### config.mk
export PLATFORM = sky130hd
export DESIGN_NAME = fsign_arbiter
export DESIGN_NICKNAME = d
export VERILOG_FILES = /design/src/rtl/fsign_pkg.sv /design/src/rtl/fsign_rr_arb.sv /design/src/rtl/fsign_arbiter.sv
export SDC_FILE = /design/constraint.sdc
export NUM_CORES = 1
export LEC_CHECK = 0
export BUFFER_PORTS_ARGS = -buffer_cell sky130_fd_sc_hd__buf_2
export CAP_MARGIN = 40
export CORE_MARGIN = 3
export CORE_UTILIZATION = 43
export CTS_CLUSTER_DIAMETER = 30
export CTS_CLUSTER_SIZE = 12
export DETAILED_ROUTE_END_ITERATION = 10
export PLACE_DENSITY = 0.77
export SLEW_MARGIN = 20
export SYNTH_ARGS = -nofsm -noshare
export SYNTH_HDL_FRONTEND = slang
export SYNTH_SLANG_ARGS = --single-unit
### constraint.sdc
create_clock -name clk -period 2.1 [get_ports clk]
set_input_delay 0.42 -clock clk [delete_from_list [all_inputs] [get_ports clk]]
set_output_delay 0.42 -clock clk [all_outputs]
set_load 0.01 [all_outputs]
### src/rtl/fsign_pkg.sv
// =============================================================================
// Module      : fsign_pkg
// Description : Op encodings and sign-injection helper for fsign_arbiter.
// Revision    : 1.0
// =============================================================================
`default_nettype none

package fsign_pkg;

  localparam int c_XLEN = 32;

  typedef enum logic [2:0] {
    FSGNJ  = 3'b000,
    FSGNJN = 3'b001,
    FSGNJX = 3'b010,
    FABS   = 3'b011,
    FNEG   = 3'b100
  } fsign_op_t;

  // Returns {illegal, result}; illegal encodings yield a zero result.
  function automatic logic [c_XLEN:0] fsign_compute(
    input logic [2:0]        op,
    input logic [c_XLEN-1:0] x1,
    input logic [c_XLEN-1:0] x2
  );
    logic [c_XLEN:0] r;
    case (op)
      FSGNJ:   r = {1'b0, x2[31], x1[30:0]};
      FSGNJN:  r = {1'b0, ~x2[31], x1[30:0]};
      FSGNJX:  r = {1'b0, x1[31] ^ x2[31], x1[30:0]};
      FABS:    r = {1'b0, 1'b0, x1[30:0]};
      FNEG:    r = {1'b0, ~x1[31], x1[30:0]};
      default: r = {1'b1, {c_XLEN{1'b0}}};
    endcase
    return r;
  endfunction

endpackage

`default_nettype wire

### src/rtl/fsign_rr_arb.sv
// =============================================================================
// Module      : fsign_rr_arb
// Description : Round-robin arbiter; pointer moves past the winner on advance.
// Revision    : 1.0
// =============================================================================
`default_nettype none

module fsign_rr_arb #(
  parameter int NREQ = 2
) (
  input  logic                     clk,
  input  logic                     rst,
  input  logic [NREQ-1:0]          valid_i,
  input  logic                     en_i,
  input  logic                     adv_i,
  output logic [NREQ-1:0]          grant_o,
  output logic [$clog2(NREQ)-1:0]  idx_o
);

  localparam int IW = $clog2(NREQ);

  logic [IW-1:0] ptr_q;
  logic [IW-1:0] ptr_d;
  logic [IW-1:0] w_idx;
  logic          w_found;

  function automatic logic [IW-1:0] wrap_add(input logic [IW-1:0] a, input int b);
    int s;
    s = int'(a) + b;
    if (s >= NREQ) s = s - NREQ;
    return IW'(s);
  endfunction

  always_comb begin
    w_found = 1'b0;
    w_idx   = '0;
    for (int k = 0; k < NREQ; k++) begin
      if (!w_found && valid_i[wrap_add(ptr_q, k)]) begin
        w_found = 1'b1;
        w_idx   = wrap_add(ptr_q, k);
      end
    end
  end

  always_comb begin
    grant_o = '0;
    for (int i = 0; i < NREQ; i++) begin
      grant_o[i] = en_i && w_found && (w_idx == IW'(i));
    end
  end

  assign idx_o = w_idx;
  assign ptr_d = adv_i ? wrap_add(w_idx, 1) : ptr_q;

  always_ff @(posedge clk) begin
    if (rst) begin
      ptr_q <= '0;
    end else begin
      ptr_q <= ptr_d;
    end
  end

endmodule

`default_nettype wire

### src/rtl/fsign_arbiter.sv
// =============================================================================
// Module      : fsign_arbiter
// Description : N-way shared FP sign-injection unit with in-order result FIFO.
// Revision    : 1.0
// =============================================================================
`default_nettype none

module fsign_arbiter
  import fsign_pkg::*;
#(
  parameter int NREQ  = 2,
  parameter int TAGW  = 5,
  parameter int DEPTH = 2
) (
  input  logic                     clk,
  input  logic                     rst,
  input  logic [NREQ-1:0]          req_valid,
  output logic [NREQ-1:0]          req_ready,
  input  logic [NREQ*3-1:0]        req_op,
  input  logic [NREQ*32-1:0]       req_x1,
  input  logic [NREQ*32-1:0]       req_x2,
  input  logic [NREQ*TAGW-1:0]     req_tag,
  output logic                     out_valid,
  input  logic                     out_ready,
  output logic [31:0]              out_data,
  output logic [TAGW-1:0]          out_tag,
  output logic [$clog2(NREQ)-1:0]  out_src,
  output logic                     out_illegal
);

  localparam int PW = $clog2(DEPTH);
  localparam int CW = PW + 1;
  localparam int SW = $clog2(NREQ);
  localparam logic [CW-1:0] c_FULL = CW'(DEPTH);

  logic [NREQ-1:0]   w_gnt;
  logic [SW-1:0]     w_gnt_idx;
  logic              w_can_push;
  logic              w_push;
  logic              w_pop;
  logic [2:0]        w_sel_op;
  logic [31:0]       w_sel_x1;
  logic [31:0]       w_sel_x2;
  logic [TAGW-1:0]   w_sel_tag;
  logic [32:0]       w_sel_res;

  logic [31:0]       data_q [DEPTH];
  logic [TAGW-1:0]   tag_q  [DEPTH];
  logic [SW-1:0]     src_q  [DEPTH];
  logic              ill_q  [DEPTH];
  logic [PW-1:0]     wr_ptr_q, wr_ptr_d;
  logic [PW-1:0]     rd_ptr_q, rd_ptr_d;
  logic [CW-1:0]     count_q, count_d;

  // Fullness is judged on the registered count only, so a same-cycle pop
  // never opens a slot and req_ready stays independent of out_ready.
  assign w_can_push = !rst && (count_q < c_FULL);

  fsign_rr_arb #(
    .NREQ (NREQ)
  ) u_arb (
    .clk     (clk),
    .rst     (rst),
    .valid_i (req_valid),
    .en_i    (w_can_push),
    .adv_i   (w_push),
    .grant_o (w_gnt),
    .idx_o   (w_gnt_idx)
  );

  assign req_ready = w_gnt;
  assign w_push    = |w_gnt;
  assign w_pop     = !rst && (count_q != '0) && out_ready;

  assign w_sel_op  = req_op [w_gnt_idx*3    +: 3];
  assign w_sel_x1  = req_x1 [w_gnt_idx*32   +: 32];
  assign w_sel_x2  = req_x2 [w_gnt_idx*32   +: 32];
  assign w_sel_tag = req_tag[w_gnt_idx*TAGW +: TAGW];
  assign w_sel_res = fsign_compute(w_sel_op, w_sel_x1, w_sel_x2);

  always_comb begin
    wr_ptr_d = w_push ? wr_ptr_q + PW'(1) : wr_ptr_q;
    rd_ptr_d = w_pop  ? rd_ptr_q + PW'(1) : rd_ptr_q;
    count_d  = count_q + CW'(w_push) - CW'(w_pop);
  end

  always_ff @(posedge clk) begin
    if (rst) begin
      wr_ptr_q <= '0;
      rd_ptr_q <= '0;
      count_q  <= '0;
      for (int i = 0; i < DEPTH; i++) begin
        data_q[i] <= '0;
        tag_q[i]  <= '0;
        src_q[i]  <= '0;
        ill_q[i]  <= 1'b0;
      end
    end else begin
      wr_ptr_q <= wr_ptr_d;
      rd_ptr_q <= rd_ptr_d;
      count_q  <= count_d;
      if (w_push) begin
        data_q[wr_ptr_q] <= w_sel_res[31:0];
        tag_q[wr_ptr_q]  <= w_sel_tag;
        src_q[wr_ptr_q]  <= w_gnt_idx;
        ill_q[wr_ptr_q]  <= w_sel_res[32];
      end
    end
  end

  // Outputs are forced quiet while rst is high so nothing stale leaks out.
  assign out_valid   = !rst && (count_q != '0);
  assign out_data    = rst ? '0   : data_q[rd_ptr_q];
  assign out_tag     = rst ? '0   : tag_q[rd_ptr_q];
  assign out_src     = rst ? '0   : src_q[rd_ptr_q];
  assign out_illegal = rst ? 1'b0 : ill_q[rd_ptr_q];

endmodule

`default_nettype wire

==> reports/results.ini <==
[cts]
h-tree-depth=3
clk_latency_ns=0.34
cts_resized=0
postCtsSetupBuffers=0
clockBufferDepth=2
cts_buffers=9
cts_tree=yes
clock-root-buffer=clkbuf_8
clk_pin_slew_ns=0.08
ctsHoldBuffers=0
clkSinkCount=84

[sta]
finalHoldViolations=0
fmax_mhz=518.1
tns_ns=0
timing.hold.ws_ns=0.4159
period_share_pct=91.91
period_needed_ns=1.930
setup_violations=0
tightestPinTransition_ns=0.5130
slew_headroom_pct=65.57
slew_viol_final=0
finalClockSkew_ns=0.007979
rsz0062_at_grt=false

[min_path]
holdPathStages=3
min_delay_worst_endpoint=data_q[0][25]
min_from=req_x1[25]
hp-class=in -> reg

[power_and_ir_drop]
irDropWorstVdd_mv=0.4538
leakage_nw=2.224
swShare_pct=27.73
clkPwrFrac_pct=27.3
power_density_nw_per_um2=855.3
p_sw_w=0.001249
p_int_w=0.003255
p_comb_share_pct=24.6
power.share.sequential_pct=48.1

[setup_path]
crit_required_ns=1.68
r2r_end=count_q[1]
reg2reg_slack_ns=0.38
startpoint_type=register
critical_path_class=reg -> out
crit_path_end_kind=output pin
worst-r2r-cell-count=9
path_max_fanout=23
r2r-start=count_q[1]
cp.arrival_ns=1.51

[yosys]
syn_inst=347
postSynthAreaPerCell_sq_um=12.14
synthArstFlopShare_pct=0
yosysWarnings=0
ys_ff_latch=84
synth_edf_count=78
synth_area_sq_um=4213
synth_fp_nets=498
synth_flop_cell=edfxtp_1
synth-seq-area-share_pct=58.45
synthDistinctLibCells=34

[finish]
num_antenna_cells=0
area_growth_pct=24.98
nets=635
drive_gt1_share_pct=35.38

[place]
gp_congestion=0.7617
dp_hpwl_mm=6.507
portBuffers=128

[routing]
routedWlPerCell_um=14.43
drt_pass1_iterations=4
vias_per_cell=4.956
dr.first_iter.drc_count=109
wirelength_mm=8.920
post-route-drc-count=0
detail-route-antenna-nets=0
num_vias=3063

[floorplan]
die_area_sq_um=11020
die_x_um=105.0
core_region_area_sq_um=9371
chipHeight_um=105.0
row_count=35
start_util_pct=44.95
ios=191

[grt]
track_usage_pct=16.67
antenna_found_initial=0
overflow=0
grt_max_degree=28
grt_pass1_vias=3099
grt_pass1_wl_mm=14.66

[status]
status=complete, no violations

[job]
maxCapViolCount=0

## critical path: stages (launching register included)
cell     delay (ns)
dfxtp_2        0.33
buf_4          0.37
mux2i_1        0.26
nor2_1         0.05
buf_2          0.15
## layout make-up
cell class,instances,area [sq um]
Multi-Input combinational cell,240,1587
Inverter,3,11.26
Clock buffer,10,127.6
Tap cell,129,161.4
Sequential cell,84,2464
Fill cell,865,4106
Timing Repair Buffer,146,825.8
Clock inverter,6,88.84
## cells in the mapped netlist, drive strengths merged (3+ instances only)
| cell | n | share of area [%] |
|---|---|---|
| nor2 | 123 | 11 |
| mux2i | 77 | 18 |
| dfxtp | 6 | 2.9 |
| inv | 3 | 0.27 |
| a21oi | 3 | 0.36 |
| clkbuf | 5 | 0.45 |
| buf | 15 | 3.3 |
| nand2b | 7 | 1.2 |
| edfxtp | 78 | 56 |
| nand2 | 6 | 0.53 |
| a211oi | 3 | 0.83 |
| o2111ai | 3 | 1.6 |
## how the worst max path moves through the flow
stage          cells after the start     start           end
2_1_floorplan                      4       rst  data_q[0][0]
3_3_place_gp                      10       rst    count_q[1]
3_5_place_dp                      10       rst    count_q[1]
4_1_cts                            4  register  out_data[24]
5_1_grt                            4  register  out_data[26]
6_report                           4  register  out_data[24]
## flip-flops by register name, indices dropped and copies added (netlist names), named ones only
register	cells
rd_ptr_q	1
ill_q	2
u_arb.ptr_q	1
wr_ptr_q	1
tag_q	10
src_q	2
count_q	2
data_q	64
## kinds of logic after synthesis
family	after synthesis	share of synthesized area [%]
AOI/OAI and AO/OA	15	4.128
xor gates and xnor gates	3	0.6238
adders and majority gates	2	0.5939
buffers and inverters	23	4.009
DFF	84	58.45
muxes	77	18.30
and+or+nand+nor	143	13.90
## power groups by stage
stage,clock network [W],logic [W],registers [W]
floorplan,0,0.000744,0.00219
CTS,0.00126,0.00113,0.00217
detailed placement,0,0.00113,0.00221
finish,0.00123,0.00111,0.00217
global route,0.00134,0.00123,0.00219
global placement,0,0.00110,0.00219
## metrics by stage
stage          utilization (%)  setup WS (ns)  power [W]  cells  area [sq um]
4_1_cts                  56.18         0.1444   0.004560    618          5265
6_report                 56.18         0.1699   0.004503    618          5265
3_3_place_gp             53.87         0.1958   0.003291    602          5049
5_1_grt                  56.18        0.05719   0.004761    618          5265
3_5_place_dp             53.87         0.1804   0.003332    602          5049
2_1_floorplan                -         0.2554   0.002932    347          4218
## metal layers
metal / wire (um) / part of all wire, % / track usage (%)
met5: 0 / 0 / 0
met4: 108 / 1.2 / 4.780
met3: 476 / 5.3 / 3.397
met2: 4693 / 53 / 29.93
met1: 3642 / 41 / 20.18
## placed cells by master (no fill, tap or decap)
cell,netlist,layout
buf_4,1,14
a21oi_1,3,3
buf_12,0,4
and2_1,1,1
nand2b_2,0,2
a32oi_1,1,1
or4b_1,1,1
a211oi_4,1,1
clkbuf_1,5,1
buf_2,3,128
ha_1,2,2
o2111ai_4,2,2
o32ai_2,1,1
dfxtp_1,6,5
o21ai_1,1,1
nand2b_1,6,4
dfxtp_2,0,1
inv_1,3,3
nor3_1,1,1
o21ba_2,1,1
a211oi_1,2,2
clkinvlp_4,0,2
clkinv_4,0,1
o21a_1,1,1
xnor2_1,2,2
nand2b_4,1,1
and2_4,1,1
mux2i_1,77,77
xor2_1,1,1
edfxtp_1,78,78
clkinv_2,0,1
nand2_1,6,6
nor4b_1,1,1
o2111ai_2,1,1
o21a_2,1,1
nor2b_1,1,1
nor2_1,123,123
bufinv_16,0,2
nand3_1,1,1
clkbuf_8,0,9
(Power assumes the default switching activity.)
